`src/rtl/d_lock_pkg.sv`:
```
// Shared types and constants for the digital-lock timer controller.
package d_lock_pkg;

   typedef enum logic [1:0] {
      IDLE    = 2'd0,
      ENTRY   = 2'd1,
      LOCKOUT = 2'd2
   } lock_state_t;

   // Colour encoding: bit [2]=R, [1]=G, [0]=B
   localparam logic [2:0] RGB_GREEN = 3'b010;
   localparam logic [2:0] RGB_BLUE  = 3'b001;
   localparam logic [2:0] RGB_RED   = 3'b100;
   localparam logic [2:0] RGB_OFF   = 3'b000;

endpackage

```
`src/rtl/d_rgb_blink.sv`:
```
// RGB status driver: shows the colour solid, or blinks it against OFF with a
// BLINK_DIV-cycle half-period while blink_en is high. The inputs are the
// next-cycle values from the controller, so the registered output lines up
// with the controller's registered state.
module d_rgb_blink
   import d_lock_pkg::*;
#(
   parameter int BLINK_DIV = 31_250_000
) (
   input  logic       clk_in,
   input  logic       reset,
   input  logic [2:0] colour,
   input  logic       blink_en,
   output logic [2:0] rgb_out
);

   localparam int CNT_W = $clog2(BLINK_DIV + 1);

   logic [CNT_W-1:0] cnt_q, cnt_d;
   logic             phase_q, phase_d;
   logic             en_q, en_d;
   logic [2:0]       rgb_q, rgb_d;

   // Half-period counter and phase; a rising blink_en restarts with colour shown
   always_comb begin
      cnt_d   = '0;
      phase_d = 1'b0;
      en_d    = blink_en;
      if (blink_en && en_q) begin
         if (cnt_q == CNT_W'(BLINK_DIV - 1)) begin
            cnt_d   = '0;
            phase_d = ~phase_q;
         end else begin
            cnt_d   = cnt_q + 1'b1;
            phase_d = phase_q;
         end
      end
      rgb_d = phase_d ? RGB_OFF : colour;
   end

   // Blink state and registered colour output
   always_ff @(posedge clk_in or posedge reset) begin
      if (reset) begin
         cnt_q   <= '0;
         phase_q <= 1'b0;
         en_q    <= 1'b0;
         rgb_q   <= RGB_GREEN;
      end else begin
         cnt_q   <= cnt_d;
         phase_q <= phase_d;
         en_q    <= en_d;
         rgb_q   <= rgb_d;
      end
   end

   assign rgb_out = rgb_q;

endmodule

```
`src/rtl/d_lock_timer_ctrl.sv`:
```
// Lock-timer controller: entry-window countdown, escalating lockout timer,
// LED thermometer bar and RGB status. Every output is registered from the
// next-state values so a state change and its outputs appear together.
module d_lock_timer_ctrl
   import d_lock_pkg::*;
#(
   parameter int TICK_DIV  = 125_000_000,
   parameter int BLINK_DIV = 31_250_000,
   parameter int LED_W     = 10,
   parameter int ERR_W     = 3,
   parameter int MAX_ERR   = 3,
   parameter int LOCK_BASE = 10,
   parameter int LOCK_MAX  = 80
) (
   input  logic             clk_in,
   input  logic             reset,
   input  logic             enb_cnt,
   input  logic             ignore,
   input  logic             gen_stop,
   input  logic [ERR_W-1:0] error_counter,
   output logic             enb_set,
   output logic             enb_inp,
   output logic             sys_clr,
   output logic [LED_W-1:0] led_cnt,
   output logic [2:0]       rgb_out
);

   localparam int REM_MAX = (LOCK_MAX > LED_W) ? LOCK_MAX : LED_W;
   localparam int REM_W   = $clog2(REM_MAX + 1);
   localparam int PRE_W   = $clog2(TICK_DIV + 1);
   localparam int DUR0    = (LOCK_BASE < LOCK_MAX) ? LOCK_BASE : LOCK_MAX;

   lock_state_t      state_q, state_d;
   logic [REM_W-1:0] rem_q, rem_d;
   logic [PRE_W-1:0] pre_q, pre_d;
   logic             sys_clr_q, sys_clr_d;
   logic             enb_set_q, enb_set_d;
   logic             enb_inp_q, enb_inp_d;
   logic [LED_W-1:0] led_cnt_q, led_cnt_d;

   logic [REM_W:0]   dur_acc;
   logic [ERR_W-1:0] err_exc;
   logic             err_hit;
   logic             tick;
   logic [2:0]       colour;
   logic             blink_en;

   // Lockout length: base doubled once per excess error, clamped after each
   // doubling. The accumulator never exceeds LOCK_MAX before a doubling, so one
   // spare bit is enough to hold the doubled value without overflow.
   always_comb begin
      err_hit = (error_counter >= ERR_W'(MAX_ERR));
      err_exc = error_counter - ERR_W'(MAX_ERR);
      dur_acc = (REM_W + 1)'(DUR0);
      for (int i = 0; i < (1 << ERR_W); i++) begin
         if (ERR_W'(i) < err_exc) begin
            dur_acc = {dur_acc[REM_W-1:0], 1'b0};
            if (dur_acc > (REM_W + 1)'(LOCK_MAX))
               dur_acc = (REM_W + 1)'(LOCK_MAX);
         end
      end
   end

   assign tick = (pre_q == PRE_W'(TICK_DIV - 1));

   // Next-state, countdown and prescaler; the prescaler is cleared on every entry
   always_comb begin
      state_d   = state_q;
      rem_d     = rem_q;
      pre_d     = pre_q;
      sys_clr_d = 1'b0;
      case (state_q)
         IDLE: begin
            rem_d = '0;
            pre_d = '0;
            if (enb_cnt) begin
               state_d = ENTRY;
               rem_d   = REM_W'(LED_W);
            end
         end
         ENTRY: begin
            if (gen_stop) begin
               state_d = IDLE;
               rem_d   = '0;
               pre_d   = '0;
            end else if (err_hit) begin
               state_d = LOCKOUT;
               rem_d   = dur_acc[REM_W-1:0];
               pre_d   = '0;
            end else if (ignore) begin
               pre_d = pre_q;
            end else if (tick) begin
               pre_d = '0;
               if (rem_q == REM_W'(1)) begin
                  state_d   = IDLE;
                  rem_d     = '0;
                  sys_clr_d = 1'b1;
               end else begin
                  rem_d = rem_q - 1'b1;
               end
            end else begin
               pre_d = pre_q + 1'b1;
            end
         end
         LOCKOUT: begin
            if (tick) begin
               pre_d = '0;
               if (rem_q == REM_W'(1)) begin
                  state_d   = IDLE;
                  rem_d     = '0;
                  sys_clr_d = 1'b1;
               end else begin
                  rem_d = rem_q - 1'b1;
               end
            end else begin
               pre_d = pre_q + 1'b1;
            end
         end
         default: begin
            state_d = IDLE;
            rem_d   = '0;
            pre_d   = '0;
         end
      endcase
   end

   // Output decode from next-state values; LED bar is a thermometer of rem
   always_comb begin
      enb_set_d = (state_d == IDLE);
      enb_inp_d = (state_d != LOCKOUT);
      blink_en  = (state_d == LOCKOUT);
      case (state_d)
         ENTRY:   colour = RGB_BLUE;
         LOCKOUT: colour = RGB_RED;
         default: colour = RGB_GREEN;
      endcase
      led_cnt_d = '0;
      for (int i = 0; i < LED_W; i++)
         led_cnt_d[i] = (rem_d > REM_W'(i));
   end

   // State, counters and registered outputs
   always_ff @(posedge clk_in or posedge reset) begin
      if (reset) begin
         state_q   <= IDLE;
         rem_q     <= '0;
         pre_q     <= '0;
         sys_clr_q <= 1'b0;
         enb_set_q <= 1'b1;
         enb_inp_q <= 1'b1;
         led_cnt_q <= '0;
      end else begin
         state_q   <= state_d;
         rem_q     <= rem_d;
         pre_q     <= pre_d;
         sys_clr_q <= sys_clr_d;
         enb_set_q <= enb_set_d;
         enb_inp_q <= enb_inp_d;
         led_cnt_q <= led_cnt_d;
      end
   end

   d_rgb_blink #(
      .BLINK_DIV (BLINK_DIV)
   ) u_blink (
      .clk_in   (clk_in),
      .reset    (reset),
      .colour   (colour),
      .blink_en (blink_en),
      .rgb_out  (rgb_out)
   );

   assign enb_set = enb_set_q;
   assign enb_inp = enb_inp_q;
   assign sys_clr = sys_clr_q;
   assign led_cnt = led_cnt_q;

endmodule
```
`config.mk`:
```
export PLATFORM = sky130hd
export DESIGN_NAME = d_lock_timer_ctrl
export DESIGN_NICKNAME = d
export VERILOG_FILES = /design/src/rtl/d_lock_pkg.sv /design/src/rtl/d_rgb_blink.sv /design/src/rtl/d_lock_timer_ctrl.sv
export SDC_FILE = /design/constraint.sdc
export NUM_CORES = 1
export LEC_CHECK = 0
export CORE_UTILIZATION = 45
export DETAILED_ROUTE_END_ITERATION = 8
export GPL_TIMING_DRIVEN = 0
export HOLD_SLACK_MARGIN = 0.03
export SLEW_MARGIN = 25
export SYNTH_ARGS = -nofsm -noshare
export SYNTH_HDL_FRONTEND = slang
export SYNTH_SLANG_ARGS = --single-unit
```
`constraint.sdc`:
```
create_clock -name clk_in -period 4.3 [get_ports clk_in]
set_input_delay 0.86 -clock clk_in [delete_from_list [all_inputs] [get_ports clk_in]]
set_output_delay 0.86 -clock clk_in [all_outputs]
set_load 0.1 [all_outputs]
```
==> metrics.md <==
| Metric | Value |
|---|---|
| Clk_lat worst skew | 350 ps |
| I/O pins | 24 |
| Commonest non-fill, non-tap cells in the layout | dfrtp_1, nor2_1, nand2_1 |
| Final hold vios | 0 |
| Worst R2R Start | rem_q[1]$_DFF_PP0_ |
| Pleak | roughly 2 nW |
| FF+latch area | 0.00198 sq mm |
| Antenna Nets Post-Route | 0 |
| Worst hold start | u_blink.cnt_q[0]$_DFF_PP0_ |
| Hold buffers post-CTS | 0 |
| RSZ-0062 raised after global routing | false |
| #FFs+latches synth | around 80 |
| Fmax | between 200 and 300 MHz |
| TritonCTS clock tree | built |
| IO Port Bufs | 23 |
| Mapped Nets | 490 |
| Tmin final | 3990 ps |
| NetSw | between 1 and 1.5 mW |
| Clock share of power | 22.4% |
| Final nets | 524 |
| Cells after DPL | 622 |
| Reg2reg path depth | 13 |
| Mapped cell area | 0.00430 sq mm |
| Clock slew at reported path FFs | around 80 ps |
| Reg power frac | between 30% and 40% |
| Share of the synthesized area in the top cell type | 44.2% |
| Yosys top cell by area | dfrtp_1 |
| Met3 wire len | 342 um |
| Total core area | 0.00924 sq mm |
| Final core utilization | 53.6% |
| Fin Setup TNS | 0 ps |
| Post-DP HPWL | 6930 um |
| CP Capture Type | flop |
| Routability cong. | 0.969 |
| Gr ovfl total | 0 |
| DR vias/cell | ~5.5 |
| Crit-path max FO | 10 |
| Post-synth EDFFs | 0 |
| CTS Root Cell | clkbuf_8 |
| Yosys cell types | 61 |
| # DRC | 0 |
| H-tree Lvls | 3 |
| Max_cap viols | 0 |
| DRT Wirelength | approximately 9500 um |
| CTS Buf Count | 9 |
| Critical path data arrival time | 4220 ps |
| Number of gates resized after CTS | 4 |
| Worst setup SP type | primary input |
| Routed wl met2 | 4590 um |
| DRT Pass-1 Iters | 4 |
| Most common cell after layout, fill and taps aside | dfrtp_1 |
| Worst slew pin tran | 1000 ps |
| Tot GR Track Use | 21.1% |
| Clock Skew | 12.6 ps |
| Pin count of the biggest net entering global routing | 52 |
| Post-synth ARST share | 100% |
| Total number of vias | 3487 |
| CTS Sinks | 79 |
| Final period utilization | 92.8% |
| Vias in the first global route | 3439 |
| Hold Path Stages | 1 |
| Reg2Reg Setup Slack | between 800 and 900 ps |
| Main synth FF type | dfrtp_1 |
| FP Rows | 35 |
| Yosys warnings | 0 |
| Worst Hold Class | flop to flop |
| Top layer in use | met4 |
| Sw Ratio | 44.9% |
| Power per cell area | ~550 mW/mm^2 |
| First-pass GRT wire length | around 17000 um |
| Fill cells | 870 |
| Required @ worst endpoint | 4530 ps |
| Starting Density | 46.6% |
| Final Max Slew Viols | 0 |
| Iter 0 DRT Violations | 112 |
| Ranking of synthesized cells by area | dfrtp_1, nor2_1, xor2_1 |
| Post-CTS Setup Bufs | 0 |
| Worst Slack Setup Final | between 300 and 400 ps |
| Hold path endpoint | u_blink.cnt_q[0]$_DFF_PP0_ |
| Area of the multi-input gates | 0.00221 sq mm |
| Antenna Cells | 0 |
| Slew HR | 32.8% |
| Internal power | 1.51 mW |
| Status | completed |
| M1 WL | 4510 um |
| Pre-CTS worst setup slack | -920 ps |
| Syn avg cell area | 9.18 sq um |
| Non-Filler Instances | around 640 |
| Die width | 99.8 um |
| Chip height | 99.8 um |
| Max Root-Sink Buffers | 2 |
| Die area | ~0.01 sq mm |
| Critical path type | primary input to flop |
| # setup viols final | 0 |
| Reg-to-reg endpoint | u_blink.cnt_q[12]$_DFF_PP0_ |
| Synthesized instance count | 469 |
| Initial antenna violation count | 0 |
| Peak supply drop | 508 uV |
| Routed length per placed instance | 15.0 um |
| Logic pwr share | between 40 and 50% |
| Area grow syn2layout | 15.0% |
| Sequential cell area fraction in the yosys report | 46.0% |
| Layout cells sized above 1 | 7.68% |
==> worst max-delay path: stages <==
cell	delay (ps)
clkdlybuf4s50_1	540
ha_1	270
ha_1	230
a211oi_4	420
nand3_1	250
clkbuf_1	270
a21oi_1	190
o21ai_0	100
a21o_1	220
ha_1	240
nand2_1	80
or2_2	200
clkbuf_2	270
nor2_1	80
==> routing by layer <==
metal  global-route usage, %  vias to the layer above
met5                       0                        -
met4                    8.60                        0
met3                    2.86                       10
met2                    33.6                       63
met1                    29.1                     1698
li1                        -                     1716
==> flip-flops by register name, summed over array words and instances (netlist names) <==
register         count
pre_q               27
u_blink.cnt_q       25
led_cnt             10
rem_q                7
u_blink.rgb_out      3
state_q              2
enb_inp              1
enb_set              1
sys_clr              1
u_blink.en_q         1
u_blink.phase_q      1
==> power groups by stage <==
stage	logic, mW	clock network, mW	registers (mW)
6_report	1.20	0.613	0.918
5_1_grt	1.31	0.658	0.932
3_3_place_gp	1.20	0	0.934
2_1_floorplan	0.425	0	1.43
4_1_cts	1.21	0.636	0.920
3_5_place_dp	1.21	0	0.935
==> synthesized netlist by cell type, types with 4 or more instances <==
library cell   n
inv_1         18
xnor2_1       16
nor2_1        62
or3_1          6
nand4_1       13
nand2_1       46
or2_2          4
nor4b_1        5
ha_1          13
o21ai_0       26
o31ai_1        4
nor2b_1        4
dfrtp_1       76
a31oi_1        5
nor4_1         6
xor2_1        21
nand2b_1      10
a21oi_1        7
and3_1         7
nor3_1        19
clkbuf_1      10
nand3_1       31
==> final cells by class <==
cell class,count,area share (%)
clock buffer,9,2.50
multi-input combinational,359,44.7
timing repair buffer,24,5.05
sequential,79,40.0
tap,129,3.26
buffer,11,0.986
clock inverter,7,1.97
inverter,19,1.49
==> cell families (layout without fill, tap and decap cells) <==
family / count (synthesis) / after routing / share of synthesized area [%]
multiplexers: 4 / 4 / 0.959
flip-flops: 79 / 79 / 46.0
XOR/XNOR: 37 / 37 / 7.53
buffers and inverters: 31 / 70 / 2.82
AO/OA/AOI/OAI: 68 / 68 / 10.1
AND/OR/NAND/NOR: 237 / 237 / 28.7
adder cells (fa/ha/maj): 13 / 13 / 3.78
==> how the worst max path moves through the flow <==
stage,start,to,cells past startpoint
finish,error_counter[0],u_blink.cnt_q[7]$_DFF_PP0_,14
CTS,error_counter[0],u_blink.cnt_q[23]$_DFF_PP0_,15
global placement,error_counter[0],u_blink.cnt_q[19]$_DFF_PP0_,15
floorplan,error_counter[0],u_blink.cnt_q[16]$_DFF_PP0_,14
global route,error_counter[0],u_blink.cnt_q[9]$_DFF_PP0_,14
detailed placement,error_counter[0],u_blink.cnt_q[20]$_DFF_PP0_,15
==> metrics by stage <==
step                hold slack [ps]  area [sq um]  power [mW]
CTS                             503          4950        2.77
detailed placement              492          4720        2.14
global route                    523          4950        2.90
floorplan                       455          4300        1.85
finish                          502          4950        2.73
global placement                481          4700        2.13
(Power assumes the default switching activity.)
